File: src/rtl/msrv32_trap_pkg.sv
// Shared encodings for the msrv32 trap sequencer: FSM states, trap cause codes
// and helpers that build the architectural CSR/PC values.
package msrv32_trap_pkg;

    typedef logic [2:0] trap_state_t;

    localparam trap_state_t ST_IDLE     = 3'd0;
    localparam trap_state_t ST_W_EPC    = 3'd1;
    localparam trap_state_t ST_W_CAUSE  = 3'd2;
    localparam trap_state_t ST_W_TVAL   = 3'd3;
    localparam trap_state_t ST_REDIRECT = 3'd4;
    localparam trap_state_t ST_RET      = 3'd5;

    localparam logic [3:0] CAUSE_MIS_INSTR = 4'd0;
    localparam logic [3:0] CAUSE_ILLEGAL   = 4'd2;
    localparam logic [3:0] CAUSE_MIS_LOAD  = 4'd4;
    localparam logic [3:0] CAUSE_MIS_STORE = 4'd6;
    localparam logic [3:0] CAUSE_MSI       = 4'd3;
    localparam logic [3:0] CAUSE_MTI       = 4'd7;
    localparam logic [3:0] CAUSE_MEI       = 4'd11;

    localparam int MCAUSE_IRQ_BIT = 31;

    // PC-type values are word aligned; the low two bits are always discarded.
    function automatic logic [31:0] align4(input logic [31:0] addr);
        return addr & 32'hFFFF_FFFC;
    endfunction

    function automatic logic [31:0] mcause_word(input logic irq, input logic [3:0] cause);
        logic [31:0] word;
        word = {28'd0, cause};
        word[MCAUSE_IRQ_BIT] = irq;
        return word;
    endfunction

endpackage

File: src/rtl/msrv32_irq_priority.sv
// Fixed-priority machine interrupt encoder: MEI over MSI over MTI, all gated
// by the global mstatus.MIE enable.
module msrv32_irq_priority
    import msrv32_trap_pkg::*;
(
    input  logic       mie,
    input  logic       meie,
    input  logic       mtie,
    input  logic       msie,
    input  logic       meip,
    input  logic       mtip,
    input  logic       msip,
    output logic       irq_valid,
    output logic [3:0] irq_cause
);

    always_comb begin
        irq_valid = 1'b0;
        irq_cause = 4'd0;
        if (mie) begin
            if (meie && meip) begin
                irq_valid = 1'b1;
                irq_cause = CAUSE_MEI;
            end else if (msie && msip) begin
                irq_valid = 1'b1;
                irq_cause = CAUSE_MSI;
            end else if (mtie && mtip) begin
                irq_valid = 1'b1;
                irq_cause = CAUSE_MTI;
            end
        end
    end

endmodule

File: src/rtl/msrv32_trap_sequencer.sv
// Trap entry / MRET sequencer: writes mepc, mcause, mtval on consecutive cycles,
// then redirects the PC, stalling the pipeline throughout.
module msrv32_trap_sequencer
    import msrv32_trap_pkg::*;
#(
    parameter bit VECTORED = 1'b0
)
(
    input  logic        ms_riscv32_mp_clk_in,
    input  logic        ms_riscv32_mp_rst_in,
    input  logic        exc_valid_in,
    input  logic [3:0]  exc_cause_in,
    input  logic [31:0] exc_tval_in,
    input  logic        mret_in,
    input  logic [31:0] pc_in,
    input  logic        mie_in,
    input  logic        meie_in,
    input  logic        mtie_in,
    input  logic        msie_in,
    input  logic        meip_in,
    input  logic        mtip_in,
    input  logic        msip_in,
    input  logic [31:0] mtvec_in,
    input  logic [31:0] mepc_in,
    output logic        busy_out,
    output logic        flush_out,
    output logic        csr_we_mepc_out,
    output logic        csr_we_mcause_out,
    output logic        csr_we_mtval_out,
    output logic [31:0] csr_wdata_out,
    output logic        mie_clear_out,
    output logic        mie_set_out,
    output logic        pc_redirect_out,
    output logic [31:0] pc_target_out,
    output logic        trap_taken_out
);

    trap_state_t state, state_nx;
    logic [31:0] epc, epc_nx;
    logic [31:0] tval, tval_nx;
    logic [3:0]  cause, cause_nx;
    logic        irq, irq_nx;

    logic        irq_valid;
    logic [3:0]  irq_cause;

    logic        busy_d, flush_d, we_mepc_d, we_mcause_d, we_mtval_d;
    logic        mie_clear_d, mie_set_d, redirect_d, trap_taken_d;
    logic [31:0] wdata_d, target_d;

    msrv32_irq_priority u_irq_priority (
        .mie       (mie_in),
        .meie      (meie_in),
        .mtie      (mtie_in),
        .msie      (msie_in),
        .meip      (meip_in),
        .mtip      (mtip_in),
        .msip      (msip_in),
        .irq_valid (irq_valid),
        .irq_cause (irq_cause)
    );

    // Requests are only looked at in IDLE; the other states walk a fixed path.
    always_comb begin
        state_nx = state;
        epc_nx   = epc;
        tval_nx  = tval;
        cause_nx = cause;
        irq_nx   = irq;
        case (state)
            ST_IDLE: begin
                if (exc_valid_in) begin
                    epc_nx   = align4(pc_in);
                    cause_nx = exc_cause_in;
                    irq_nx   = 1'b0;
                    tval_nx  = exc_tval_in;
                    state_nx = ST_W_EPC;
                end else if (irq_valid) begin
                    epc_nx   = align4(pc_in);
                    cause_nx = irq_cause;
                    irq_nx   = 1'b1;
                    tval_nx  = 32'd0;
                    state_nx = ST_W_EPC;
                end else if (mret_in) begin
                    state_nx = ST_RET;
                end
            end
            ST_W_EPC:    state_nx = ST_W_CAUSE;
            ST_W_CAUSE:  state_nx = ST_W_TVAL;
            ST_W_TVAL:   state_nx = ST_REDIRECT;
            ST_REDIRECT: state_nx = ST_IDLE;
            ST_RET:      state_nx = ST_IDLE;
            default:     state_nx = ST_IDLE;
        endcase
    end

    // Outputs are decoded from the next state so they register in step with it.
    always_comb begin
        busy_d       = 1'b0;
        flush_d      = 1'b0;
        we_mepc_d    = 1'b0;
        we_mcause_d  = 1'b0;
        we_mtval_d   = 1'b0;
        mie_clear_d  = 1'b0;
        mie_set_d    = 1'b0;
        redirect_d   = 1'b0;
        trap_taken_d = 1'b0;
        wdata_d      = 32'd0;
        target_d     = 32'd0;
        case (state_nx)
            ST_W_EPC: begin
                busy_d    = 1'b1;
                flush_d   = 1'b1;
                we_mepc_d = 1'b1;
                wdata_d   = epc_nx;
            end
            ST_W_CAUSE: begin
                busy_d      = 1'b1;
                we_mcause_d = 1'b1;
                mie_clear_d = 1'b1;
                wdata_d     = mcause_word(irq_nx, cause_nx);
            end
            ST_W_TVAL: begin
                busy_d     = 1'b1;
                we_mtval_d = 1'b1;
                wdata_d    = tval_nx;
            end
            ST_REDIRECT: begin
                busy_d       = 1'b1;
                redirect_d   = 1'b1;
                trap_taken_d = 1'b1;
                target_d     = align4(mtvec_in);
                if (VECTORED && irq_nx) begin
                    target_d = align4(mtvec_in) + {26'd0, cause_nx, 2'b00};
                end
            end
            ST_RET: begin
                busy_d     = 1'b1;
                flush_d    = 1'b1;
                mie_set_d  = 1'b1;
                redirect_d = 1'b1;
                target_d   = align4(mepc_in);
            end
            default: ;
        endcase
    end

    always_ff @(posedge ms_riscv32_mp_clk_in) begin
        if (ms_riscv32_mp_rst_in) begin
            state             <= ST_IDLE;
            epc               <= 32'd0;
            tval              <= 32'd0;
            cause             <= 4'd0;
            irq               <= 1'b0;
            busy_out          <= 1'b0;
            flush_out         <= 1'b0;
            csr_we_mepc_out   <= 1'b0;
            csr_we_mcause_out <= 1'b0;
            csr_we_mtval_out  <= 1'b0;
            csr_wdata_out     <= 32'd0;
            mie_clear_out     <= 1'b0;
            mie_set_out       <= 1'b0;
            pc_redirect_out   <= 1'b0;
            pc_target_out     <= 32'd0;
            trap_taken_out    <= 1'b0;
        end else begin
            state             <= state_nx;
            epc               <= epc_nx;
            tval              <= tval_nx;
            cause             <= cause_nx;
            irq               <= irq_nx;
            busy_out          <= busy_d;
            flush_out         <= flush_d;
            csr_we_mepc_out   <= we_mepc_d;
            csr_we_mcause_out <= we_mcause_d;
            csr_we_mtval_out  <= we_mtval_d;
            csr_wdata_out     <= wdata_d;
            mie_clear_out     <= mie_clear_d;
            mie_set_out       <= mie_set_d;
            pc_redirect_out   <= redirect_d;
            pc_target_out     <= target_d;
            trap_taken_out    <= trap_taken_d;
        end
    end

endmodule

File: config.mk
export PLATFORM = sky130hd
export DESIGN_NAME = msrv32_trap_sequencer
export DESIGN_NICKNAME = d
export VERILOG_FILES = /design/src/rtl/msrv32_trap_pkg.sv /design/src/rtl/msrv32_irq_priority.sv /design/src/rtl/msrv32_trap_sequencer.sv
export SDC_FILE = /design/constraint.sdc
export NUM_CORES = 1
export LEC_CHECK = 0
export BUFFER_PORTS_ARGS = -buffer_cell sky130_fd_sc_hd__buf_2
export CORE_MARGIN = 1.5
export CORE_UTILIZATION = 39
export CTS_BUF_LIST = sky130_fd_sc_hd__clkbuf_8
export CTS_CLUSTER_DIAMETER = 30
export DETAILED_ROUTE_END_ITERATION = 16
export PLACE_DENSITY = 0.79
export RECOVER_POWER = 100
export SYNTH_ARGS = -nofsm -noshare
export SYNTH_HDL_FRONTEND = slang
export SYNTH_SLANG_ARGS = --single-unit
File: constraint.sdc
create_clock -name ms_riscv32_mp_clk_in -period 1.55 [get_ports ms_riscv32_mp_clk_in]
set_input_delay 0 -clock ms_riscv32_mp_clk_in [delete_from_list [all_inputs] [get_ports ms_riscv32_mp_clk_in]]
set_output_delay 0 -clock ms_riscv32_mp_clk_in [all_outputs]
set_load 0.03 [all_outputs]
* After elaboration in Yosys (flattened, before gate mapping)
Cells that the tools add are included.
** Operators by class
- Add/subtract/negate cells :: 0
- $mul :: 0
- Div/mod/pow operators :: 0
- Magnitude comparators :: 0
- Equality and inequality tests :: 8
- Shift-type cells :: 0
- Mux-type cells :: 34
- Bitwise logic cells :: 0
- Reductions and logical operators :: 7
** Operators with widths (number)
- $mux W32 :: 6
- $pmux W32 S3 :: 1
- $pmux W32 S2 :: 1
- $mux W4 :: 6
- $mux W1 :: 15
- $eq A3 B2 Y1 const B :: 4
- $mux W3 :: 4
- $pmux W3 S4 :: 1
- $eq A3 B1 Y1 const B :: 2
- $eq A3 B3 Y1 const B :: 2
- $reduce_or A5 Y1 :: 1
- $reduce_or A2 Y1 :: 2
- $logic_and A1 B1 Y1 :: 3
- $logic_not A3 Y1 :: 1
** Storage, ports and cells
- Register bits after elaboration :: 144
- Latch bits :: 0
- Memory bits (writable) :: 0
- Bits in read-only memories :: 0
- Input bits :: 143
- Word-level logic and storage cells :: 64
- Memories kept :: 0

* Logic depth before layout (Yosys ltp)
Gate-level depths: netlist (run 1).
- Depth after elaboration :: 11
- Depth in mapped cells :: 7
- Gate-level depth less buffers :: 4

* By module
Synthesis (run 1) repeated with hierarchy kept, for this count alone.
** Second synthesis, totals
- Cells, all modules :: 357
- Area total of the unflattened synthesis :: 3691.0 µm²
** By module, submodules not included
- msrv32_trap_sequencer :: times used 1, cells each 350, area an instance 3636.0 µm², sequential area each 2202.1 µm²
- msrv32_irq_priority :: times used 1, cells each 7, area an instance 55.1 µm², sequential area each 0.0 µm²

* Worst setup path after synthesis (run 1)
OpenSTA, ideal clock, no wires.
- Path type :: register to register
- From :: reg state[2]
- To :: reg tval[10]
- Arrival :: 1.616 ns
- Setup slack :: -0.183 ns
- Stages on the path, launching flop included :: 7
- Clock period less this slack :: 1.733 ns
- Cells stage by stage :: dfxtp_1 buf_2 or4b_1 o21ai_2 nor2_2 buf_2 a22o_1
** On the way
- Cells in the longest elaborated chain, start to end :: 2
** Ends and longest elaborated chain
- from (decl) :: line msrv32_trap_sequencer.sv:38 : trap_state_t state, state_nx;
- from (signal assigned) :: line msrv32_trap_sequencer.sv:167 : state <= state_nx;
- $logic_not A3 Y1 :: line msrv32_trap_sequencer.sv:70 : case (state)
- $mux W32 :: line msrv32_trap_sequencer.sv:70
- to (signal assigned) :: line msrv32_trap_sequencer.sv:169 : tval <= tval_nx;
- to (decl) :: line msrv32_trap_sequencer.sv:40 : logic [31:0] tval, tval_nx;
No other way between the ends.
A chain may end at the register's enable or synchronous reset.

* Worst setup path after layout (run 1)
- From :: reg state[2]
- To :: reg csr_wdata_out[6]
** On the way
- Cells in the longest elaborated chain, start to end :: 6
- Elaborated cells between the ends (all ways) :: 14
** Ends and longest elaborated chain
- $mux W3 :: line msrv32_trap_sequencer.sv:84 : end else if (mret_in) begin
- $mux W3 :: line msrv32_trap_sequencer.sv:78 : end else if (irq_valid) begin
- $mux W3 :: line msrv32_trap_sequencer.sv:72 : if (exc_valid_in) begin
- $pmux W3 S4 :: line msrv32_trap_sequencer.sv:70
- $eq A3 B2 Y1 / $eq A3 B1 Y1 (equally long branches) :: line msrv32_trap_sequencer.sv:110 : case (state_nx)
- $pmux W32 S3 (*) :: line msrv32_trap_sequencer.sv:110
- to (signal assigned) :: line msrv32_trap_sequencer.sv:177 : csr_wdata_out <= wdata_d;
- to (decl) :: line msrv32_trap_sequencer.sv:30 : output logic [31:0] csr_wdata_out,
Every way passes the cells marked *; elsewhere a longest branch is shown, timed or not.

==> results of run 1 <==
[worst max path at each step]
stage / end / depth (start not counted)
2_1_floorplan: tval[13]$_SDFF_PP0_ / 6
3_3_place_gp: tval[25]$_SDFF_PP0_ / 6
3_5_place_dp: tval[26]$_SDFF_PP0_ / 6
4_1_cts: tval[5]$_SDFF_PP0_ / 5
5_1_grt: csr_wdata_out[6]$_SDFF_PP0_ / 6
6_report: csr_wdata_out[6]$_SDFF_PP0_ / 6
[power by group through the flow]
stage / registers, mW / clock network (mW) / logic [mW]
after floorplan: 3.35 / 0 / 0.444
after global placement: 3.15 / 0 / 1.06
after detailed placement: 3.16 / 0 / 1.08
after CTS: 3.09 / 1.76 / 1.50
after global routing: 3.12 / 1.88 / 1.74
final: 3.11 / 1.75 / 1.64
[per-stage QoR]
| step | utilization | hold slack [ns] |
|---|---|---|
| after floorplan | - | 0.125 |
| after global placement | 0.535 | 0.210 |
| after detailed placement | 0.535 | 0.211 |
| after CTS | 0.718 | 0.0510 |
| after global routing | 0.726 | 0.0670 |
| final | 0.727 | 0.0500 |
[worst max-delay path, cell delays in order (launching register included)]
cell and delay [ns]:
dfxtp_2 0.34, or4b_4 0.56, o21ai_4 0.20, buf_12 0.17, clkbuf_16 0.19, nand2_1 0.09, a21oi_1 0.14
[placed cells by master (no fill, tap or decap), types with 4 or more instances in the layout]
cell type / n
a21oi_1: 8
a21oi_2: 25
a22o_1: 64
a22oi_1: 6
buf_12: 4
buf_2: 136
buf_4: 7
clkbuf_1: 73
clkbuf_8: 9
dfxtp_1: 108
dlygate4sd3_1: 127
inv_6: 5
nand2_1: 47
nand2_2: 4
nand2_4: 8
nor2_1: 10
nor2_4: 4
or2_2: 6
[cells in the mapped netlist]
| cell | count | area share |
|---|---|---|
| nand3_1 | 2 | 0.0028 |
| nor4_1 | 1 | 0.0017 |
| o31ai_2 | 1 | 0.0035 |
| nand4_1 | 1 | 0.0017 |
| nor3_1 | 4 | 0.0055 |
| o21bai_1 | 2 | 0.0041 |
| nand2_1 | 59 | 0.061 |
| buf_2 | 17 | 0.023 |
| a222oi_1 | 1 | 0.0028 |
| nand2b_1 | 2 | 0.0035 |
| and3_1 | 1 | 0.0017 |
| or4b_1 | 2 | 0.0055 |
| or2_2 | 6 | 0.010 |
| a22o_1 | 64 | 0.15 |
| and2_1 | 1 | 0.0017 |
| o21ai_2 | 1 | 0.0024 |
| buf_4 | 3 | 0.0062 |
| nor2_1 | 12 | 0.012 |
| dfxtp_1 | 110 | 0.61 |
| nor2b_1 | 3 | 0.0052 |
| nor3b_2 | 1 | 0.0035 |
| clkbuf_1 | 10 | 0.010 |
| conb_1 | 1 | 0.0010 |
| inv_1 | 1 | 0.0010 |
| o21ai_0 | 2 | 0.0028 |
| a22oi_1 | 6 | 0.012 |
| nor2_2 | 2 | 0.0035 |
| and3b_1 | 1 | 0.0024 |
| a21oi_1 | 33 | 0.046 |
[layout make-up]
| class | instances | area [um2] |
|---|---|---|
| Inverter | 1 | 3.75 |
| Antenna cell | 1 | 2.50 |
| Timing Repair Buffer | 358 | 2550 |
| Sequential cell | 110 | 2200 |
| Fill cell | 638 | 2490 |
| Multi-Input combinational cell | 213 | 1520 |
| Tap cell | 111 | 139 |
| Clock buffer | 9 | 124 |
| Clock inverter | 7 | 76.3 |
[state kept, by name (all words and copies together) (netlist names), 3 cells and up]
| name | count |
|---|---|
| csr_wdata_out | 32 |
| state | 3 |
| pc_target_out | 30 |
| cause | 4 |
| tval | 32 |
[cells by family (layout without fill, tap and decap cells)]
group           after synthesis  after routing  synth area share
simple gates                 98            101             0.123
buf+inv                      31            375            0.0411
flops                       110            110             0.607
compound gates              110            110             0.228
other cells                   1              3           0.00103
[per-layer routing]
layer / global-route usage / wire length (um) / vias up
met3: 0.0871 / 1360 / 56
met2: 0.504 / 7700 / 281
li1: - / - / 1924
met5: 0 / 0 / -
met4: 0.167 / 617 / 0
met1: 0.321 / 5660 / 1972
[what timing repair did]
action | CTS | global route
hold buffers | 127 | 0
setup endpoints to repair | 66 | 68
pin swaps | 6 | 38
buffers inserted | 4 | 0
gates cloned | 6 | 1
resized for setup | 14 | 48
hold endpoints to repair | 98 | 0
==> impl_metrics.tcl, run 1 <==
set metrics [dict create \
    die_w_um 99.4 \
    layout-drive-gt1-share 0.334 \
    ys_seq_area_frac 0.607 \
    peakVddDrop_mv 0.631 \
    syn_area_um2 3630 \
    r2r-end "csr_wdata_out[6]$_SDFF_PP0_" \
    nets 836 \
    core-area_um2 9110 \
    r2r_start "state[2]$_SDFF_PP0_" \
    period_needed_ns 1.75 \
    gp_congestion 0.801 \
    p_switching_mw 2.07 \
    drv_slew 0 \
    grt_overflow 0 \
    grtUsageTotal 0.293 \
    synth_warnings 0 \
    cp_max_fo 8 \
    first_iter_violations 169 \
    ys_types 29 \
    p_leak_nw 2.84 \
    critPathArrivalTime_ns 2.05 \
    drc_errors 0 \
    rr_worst_depth 6 \
    power_density_nw_per_um2 982 \
    die_h_um 99.4 \
    total_power_mw 6.50 \
    antenna_found_initial 0 \
    synthToLayoutAreaGrowth_pct 82.5 \
    hold-path-cell-count 2 \
    vias 4233 \
    worstSetupEndpointType "flip-flop" \
    finalClockSkew_ns 0.0218 \
    worstSetupPathType "reg2reg" \
    grt_pass1_vias 4426 \
    dr.pass1.iters 5 \
    rsz0062_at_grt "yes" \
    critical_path_required_ns 1.85 \
    pin_count 216 \
    finalSetupViolCount 77 \
    clock_power_share 0.269 \
    via_per_inst 5.23 \
    design_area_um2 6620 \
    hold_viol 0 \
    clockBufferDepth 2 \
    initial_utilization 0.398 \
    min_from "ms_riscv32_mp_rst_in" \
    cts.sinks 110 \
    violations "negative setup slack" \
    cts_root_buf "clkbuf_8" \
    cts_buffers 9 \
    status "finished with violations" \
    grt_max_degree 34 \
    synthCells 350 \
    crit_path_start_kind "flip-flop" \
    cts_tree "built" \
    maxCapViolCount 0 \
    place_area_um2 4870 \
    hold_end "cause[1]$_SDFF_PP0_" \
    clock.fmax_mhz 570 \
    setup_ws_ns -0.203 \
    setup_tns_ns -8.65 \
    hold_path.class "in2reg" \
    intPower_mw 4.42 \
    die_area_um2 9880 \
    synth_seq_cells 110 \
    place_ws_ns -0.304 \
    wire_per_inst_um 18.9 \
    syn_area_per_cell_um2 10.4 \
    p_seq_frac 0.478 \
    ant_nets 0 \
    wl_um 15300 \
    power_frac_comb 0.253 \
    grt_pass1_wl_um 22300 \
    io_buffers 207 \
    clk_latency_ns 0.38 \
    rrSetupSlack_ns -0.20 \
    p_sw_frac 0.319 \
    cts_max_level 3 \
    hpwl_um 7240 \
    fin_crit_sh 1.13 \
    num_rows 35 \
    clk_pin_slew_ns 0.12 \
    startpoint "state[2]$_SDFF_PP0_" \
    post-place-cells 655 \
    fin_cells 810 \
]
Note: power is estimated with default switching activity, not from simulation.
==> inputs of run 2 (changes only) <==
- CELL_PAD_IN_SITES_DETAIL_PLACEMENT: default -> 2
- CELL_PAD_IN_SITES_GLOBAL_PLACEMENT: default -> 2
- CORE_UTILIZATION: 39 -> 22
==> run 2 against run 1 <==
Against the previous run:
- the flow still finishes with violations (negative setup slack)
- core utilization shrank 31 points
- first-iteration DRC count decreased by 38%
- sequential power about the same
- clock-buffer cell count unchanged
- clock power down 8%
- die area up 75%
- total power fell by 1.9%
==> impl_metrics.tcl, run 2 (same netlist as run 1, synthesis figures left out) <==
set metrics [dict create \
    status "finished with violations" \
    maxCapViolCount 0 \
    grt_max_degree 34 \
    rr_worst_depth 6 \
    rsz0062_at_grt "yes" \
    final_common_cell "buf_2" \
    clockBufferDepth 2 \
    die_area_um2 17300 \
    clock.fmax_mhz 577 \
    first_iter_violations 104 \
    grt_pass1_vias 5039 \
    hold-path-cell-count 4 \
    fin_crit_sh 1.12 \
    clk_latency_ns 0.38 \
    drc_errors 0 \
    fillCellCount 1775 \
    cts_root_buf "clkbuf_8" \
    grt_pass1_wl_um 28800 \
    mostFrequentLayoutCells "buf_2, dlygate4sd3_1, dfxtp_1" \
    worstSetupPathType "reg2reg" \
    wire_per_inst_um 20.7 \
    ant_nets 0 \
    period_needed_ns 1.73 \
    cts.sinks 110 \
    rrSetupSlack_ns -0.18 \
    clk_pin_slew_ns 0.11 \
    io_buffers 207 \
    nets 838 \
    peakVddDrop_mv 0.412 \
    min_from "exc_valid_in" \
    r2r_start "state[0]$_SDFF_PP0_" \
    hpwl_um 10200 \
    synthToLayoutAreaGrowth_pct 84.4 \
    antenna_found_initial 3 \
    wl_um 19100 \
    num_rows 46 \
    crit_path_start_kind "flip-flop" \
    initial_utilization 0.227 \
    cts_buffers 9 \
    vias 4136 \
    finalClockSkew_ns 0.0179 \
    total_power_mw 6.37 \
    r2r-end "csr_wdata_out[4]$_SDFF_PP0_" \
    drv_slew 0 \
    cts_max_level 3 \
    worstSetupEndpointType "flip-flop" \
    grtUsageTotal 0.219 \
    critical_path_required_ns 1.87 \
    hold_path.class "in2reg" \
    place_ws_ns -0.245 \
    violations "negative setup slack" \
    core-area_um2 16000 \
    critPathArrivalTime_ns 2.05 \
    grt_overflow 0 \
    layout-drive-gt1-share 0.330 \
    hold_end "cause[2]$_SDFF_PP0_" \
    cts_tree "built" \
    die_w_um 131 \
    setup_ws_ns -0.182 \
    finalSetupViolCount 66 \
    pin_count 216 \
    hold_viol 0 \
    die_h_um 131 \
    via_per_inst 4.50 \
    top_regs "csr_wdata_out: 32 flops, tval: 32 flops, pc_target_out: 30 flops" \
    power_density_nw_per_um2 953 \
    cp_max_fo 6 \
    gp_congestion 0.706 \
    dr.pass1.iters 4 \
    p_leak_nw 2.80 \
]
-- run 2: cell types whose count changed in the layout (fill, tap and decap cells not counted), moves of 3 or more --
cell,delta
nand2_4,-4
nand2_1,+4
buf_16,-3
buf_4,+9
clkbuf_4,-3
a21oi_2,-3
inv_6,-4
-- run 2: metrics by stage --
step / instance area, um2 / cells / hold slack, ns / util / TNS (ns)
6_report: 6690 / 919 / 0.0559 / 0.418 / -9.15
3_3_place_gp: 5010 / 765 / 0.211 / 0.313 / -11.00
5_1_grt: 6690 / 919 / 0.0671 / 0.418 / -12.26
3_5_place_dp: 5010 / 765 / 0.216 / 0.313 / -10.90
2_1_floorplan: 3660 / 351 / 0.125 / - / -4.51
4_1_cts: 6600 / 914 / 0.0224 / 0.412 / -6.03
-- run 2: critical path, cell delays in order (launching register included) --
cell and delay, ns:
dfxtp_2 0.35, or4b_4 0.57, o21ai_4 0.21, buf_12 0.17, clkbuf_16 0.15, nand2_2 0.07, a21oi_2 0.15
-- run 2: layout make-up --
class / count / area [um2] / share of cell area
clock buffer: 9 / 124 / 0.0185
tap: 216 / 270 / 0.0404
antenna: 3 / 7.51 / 0.00112
sequential: 110 / 2210 / 0.330
inverter: 1 / 3.75 / 0.000561
multi-input combinational: 213 / 1510 / 0.226
timing repair buffer: 360 / 2530 / 0.378
clock inverter: 7 / 41.3 / 0.00617
-- run 2: how the worst max path moves through the flow --
stage,from,endpoint,slack [ns],cells past startpoint
2_1_floorplan,state[2]$_SDFF_PP0_,tval[13]$_SDFF_PP0_,-0.14,6
3_3_place_gp,mtie_in,tval[15]$_SDFF_PP0_,-0.22,6
3_5_place_dp,mtie_in,tval[1]$_SDFF_PP0_,-0.24,6
4_1_cts,state[1]$_SDFF_PP0_,tval[6]$_SDFF_PP0_,-0.12,5
5_1_grt,state[0]$_SDFF_PP0_,csr_wdata_out[31]$_SDFF_PP0_,-0.25,6
6_report,state[0]$_SDFF_PP0_,csr_wdata_out[4]$_SDFF_PP0_,-0.18,6
-- run 2: repair_timing --
action,in CTS,in global routing
endpoints found under the hold margin,98,0
hold buffers,127,0
buffers inserted,2,0
pin swaps,22,33
resized for setup,27,33
gates cloned,4,2
setup endpoints to repair,66,68
-- run 2: report_power, final --
part	total, mW	internal (mW)	switching [mW]
registers	3.12	3.02	0.0992
logic	1.65	0.745	0.901
clock network	1.61	0.576	1.03
-- run 2: layer usage --
| metal | up-vias | part of all wire | GRT usage |
|---|---|---|---|
| met2 | 175 | 0.53 | 0.414 |
| li1 | 1925 | - | - |
| met4 | 0 | 0.022 | 0.0840 |
| met1 | 2012 | 0.38 | 0.229 |
| met5 | - | 0 | 0 |
| met3 | 24 | 0.064 | 0.0594 |
